--- src/rtl/early_debounce_fsm.sv ---
// Early-detection switch debouncer: db follows the first edge of sw at once,
// then sw is ignored for three m_tick boundaries so contact bounce is masked.
module early_debounce_fsm #(
    parameter int TICK_CYCLES = 1_000_000,
    parameter int CNT_W       = 20
) (
    input  logic clk,
    input  logic reset,
    input  logic sw,
    output logic db,
    output logic m_tick
);

    typedef enum logic [2:0] {
        ZERO, W1_1, W1_2, W1_3, ONE, W0_1, W0_2, W0_3
    } state_t;

    localparam logic [CNT_W-1:0] CNT_LAST = CNT_W'(TICK_CYCLES - 1);
    localparam logic [CNT_W-1:0] CNT_INC  = CNT_W'(1);

    logic [CNT_W-1:0] cnt_q;
    state_t           state_q;
    logic             db_q;

    // Free-running timebase; FSM activity never restarts it.
    assign m_tick = (cnt_q == CNT_LAST);

    always_ff @(posedge clk) begin
        if (reset) begin
            cnt_q <= '0;
        end else if (m_tick) begin
            cnt_q <= '0;
        end else begin
            cnt_q <= cnt_q + CNT_INC;
        end
    end

    // db only changes when a wait phase is entered, so it stays a pure state decode.
    always_ff @(posedge clk) begin
        if (reset) begin
            state_q <= ZERO;
            db_q    <= 1'b0;
        end else begin
            case (state_q)
                ZERO: if (sw) begin
                    state_q <= W1_1;
                    db_q    <= 1'b1;
                end
                W1_1: if (m_tick) state_q <= W1_2;
                W1_2: if (m_tick) state_q <= W1_3;
                W1_3: if (m_tick) state_q <= ONE;
                ONE: if (!sw) begin
                    state_q <= W0_1;
                    db_q    <= 1'b0;
                end
                W0_1: if (m_tick) state_q <= W0_2;
                W0_2: if (m_tick) state_q <= W0_3;
                W0_3: if (m_tick) state_q <= ZERO;
                default: begin
                    state_q <= ZERO;
                    db_q    <= 1'b0;
                end
            endcase
        end
    end

    assign db = db_q;

endmodule

--- config.mk ---
export PLATFORM = sky130hd
export DESIGN_NAME = early_debounce_fsm
export DESIGN_NICKNAME = d
export VERILOG_FILES = /design/src/rtl/early_debounce_fsm.sv
export SDC_FILE = /design/constraint.sdc
export NUM_CORES = 1
export LEC_CHECK = 0
export BUFFER_PORTS_ARGS = -buffer_cell sky130_fd_sc_hd__buf_2
export CORE_ASPECT_RATIO = 1.1
export CORE_MARGIN = 4
export CORE_UTILIZATION = 50
export DETAILED_ROUTE_END_ITERATION = 8
export PLACE_DENSITY = 0.67
export SYNTH_ARGS = -nofsm -noshare
export SYNTH_HDL_FRONTEND = slang
export SYNTH_SLANG_ARGS = --single-unit
--- constraint.sdc ---
create_clock -name clk -period 4 [get_ports clk]
set_clock_uncertainty 0.1 [all_clocks]
set_input_delay 0 -clock clk [delete_from_list [all_inputs] [get_ports clk]]
set_output_delay 0 -clock clk [all_outputs]
set_load 0.02 [all_outputs]
==> metrics.txt <==
crit-path cells=ha_1, and2_1, nand4_1, o21ai_2, o21ba_2; total core area=between 2000 and 2500 um^2; Synth top cells by count=24 x dfxtp_1, 20 x nor2_1, 9 x nand2_1, 9 x xor2_1, 8 x nand4_1; Yosys warnings=0; Cell Pwr Density=around 310 nW/um^2; Seq cells post-synth=24; P&R area growth vs syn=6.24%; final worst path period need=roughly 2.4 ns; CP Class=reg2reg; drt total wl=2.16 mm; # fillers=between 200 and 250; Max VDD drop=approximately 220 uV; final core occ=0.554; GPL Wtd Cong=~0.78; PostCTS Resize Cnt=0; crit path DAT=approximately 2.5 ns; via count=between 900 and 1000; Worst setup startpoint=cnt_q[0]; Post-synth EDFFs=0; All-Layer GR Usage=0.149; HPWL after DPL=approximately 1.6 mm; Post-Layout Cell Count=between 150 and 200; # placed instances=approximately 160; Layout Nets=around 150; Most Used Layer, Global Route=met2; RSZ-0062 raised after global routing=false; GR Util met3=0.0228; full die area=about 3200 um^2; Inserted Diodes=0; post-synth top area cell=dfxtp_1; met2 usage=0.247; die width=roughly 54 um; total power=~0.38 mW; CTS Buf Count=3; initial antenna violation count=0; status=finished, final reports clean; gr ovfl total=0; worst-case headroom to the max-slew limit=0.492; CP max stage delay=roughly 0.7 ns; max-cap viol count=0; Fin. Hold Viols=0; Worst-Margin Slew=~0.76 ns; Final Cycle Share=0.606; Hold Buf Count CTS=2; largest net degree at the start of global routing=19; first-pass GRT wire length=3.54 mm; Reg clk slew, reported paths=0.12 ns; IO Port Bufs=4; drt pass-1 iters=4; I/O pin total=5; Post-CTS Setup Inserts=0; Worst path slowest cell=o21ai_2; M1 GR Usage=0.188; ANT nets after route=0; post-synthesis sequential area ratio=0.413; Hold Path Class=in2reg; HP Start=reset; CP Capture Type=flop; Syn Nets=140; Post-Route Setup TNS=0 ns; async set-reset flop share out of synthesis=0; CP required=slightly above 4 ns; Final setup viols=0; register area=just under 500 um^2; initial core utilization=0.521; DIE HEIGHT=slightly below 60 um; CTS tree=done; Mapped Area=between 1000 and 1500 um^2; fraction of layout cells with a size suffix above 1=0.115; WL/cell=~13 um; Max Slew Vio Count=0; Post-Syn Instances=roughly 140; H-tree levels=1; syn avg cell area=between 8 and 9 um^2; Leak=~0.43 nW; Crit Path Max Fanout=18; clk sinks=24; area of the multi-input gates=between 600 and 700 um^2; Top FF cell, synth=dfxtp_1; vias in the first global route=837; Synth top area share=0.413; drt via density=between 5 and 6; number of library cell types mapped by synthesis=38; ranking of synthesized cells by area=dfxtp_1 41%, xor2_1 6.8%, nor2_1 6.5%; DRC=0; worst skew pair latency=around 0.30 ns; Clock Root Buffer=clkbuf_4; fmax=412 MHz; DRT iter0 DRCs=15; startpoint types=flop; row count=18; most common cell in the netlist=dfxtp_1; CTS Buffer Depth=2; worst r2r src=cnt_q[0]
==> placed cells by master, fill, tap and decap left out, types with 2 or more instances in the layout <==
master / instances
inv_1: 4
buf_2: 4
xnor2_1: 4
or2_2: 2
clkbuf_4: 3
nor2_1: 20
or3_1: 2
nand3_1: 7
o311ai_0: 2
dfxtp_1: 24
and3_1: 3
xor2_1: 9
o41ai_1: 2
dlygate4sd3_1: 2
nor3_1: 2
nor4_1: 3
or4_1: 2
nand4_1: 8
a21oi_1: 5
o21ai_0: 4
and2_1: 2
nand2_1: 9
==> metal layers <==
layer  vias up  wire length (um)
li1        494                 -
met1       445              1050
met2        12              1020
met3         2                58
met4         0                21
met5         -                 0
==> registers in the layout, summed over array words and instances (netlist names) <==
signal,count
state_q,3
cnt_q,20
db,1
==> where the power goes <==
group | switching [mW] | internal, mW
Combinational | 0.0168 | 0.0117
Clock | 0.0646 | 0.0351
Sequential | 0.00728 | 0.245
Total | 0.0887 | 0.292
==> cell type report <==
| class | instances | area share |
|---|---|---|
| clock buffers | 3 | 0.0182 |
| inverters | 4 | 0.0122 |
| flip-flops and latches | 24 | 0.389 |
| repair buffers | 6 | 0.0324 |
| multi-input cells | 102 | 0.518 |
| well taps | 30 | 0.0304 |
==> worst max-delay path, delay by kind of cell, from the launching register on <==
family	cells	cell delay [ns]
fa+ha+maj	1	0.32
compound gates	2	0.97
simple gates	2	0.50
flops	1	0.43
==> path summary, 6_finish.rpt <==
path | endpoint | slack, ns | depth (start not counted)
worst max-delay path | cnt_q[18] | 1.57 | 5
worst min-delay path | cnt_q[2] | 0.38 | 3
worst max register to register | cnt_q[18] | 1.57 | 5
worst min register to register | db | 0.38 | 2
==> kinds of logic after synthesis <==
group                    share of synthesized area
adder cells (fa/ha/maj)                     0.0108
AND/OR/NAND/NOR                              0.312
AO/OA/AOI/OAI                                0.121
flip-flops                                   0.413
XOR/XNOR                                    0.0980
multiplexers                               0.00861
buffers and inverters                       0.0366
==> through the flow <==
| step | setup WS, ns | hold WS [ns] | instance area, um^2 |
|---|---|---|---|
| 2_1_floorplan | 2.01 | -0.0309 | 1160 |
| 3_3_place_gp | 1.73 | 0.171 | 1190 |
| 3_5_place_dp | 1.58 | 0.178 | 1190 |
| 4_1_cts | 1.56 | 0.381 | 1230 |
| 5_1_grt | 1.35 | 0.395 | 1230 |
| 6_report | 1.57 | 0.380 | 1230 |
Note: power is estimated with default switching activity, not from simulation.
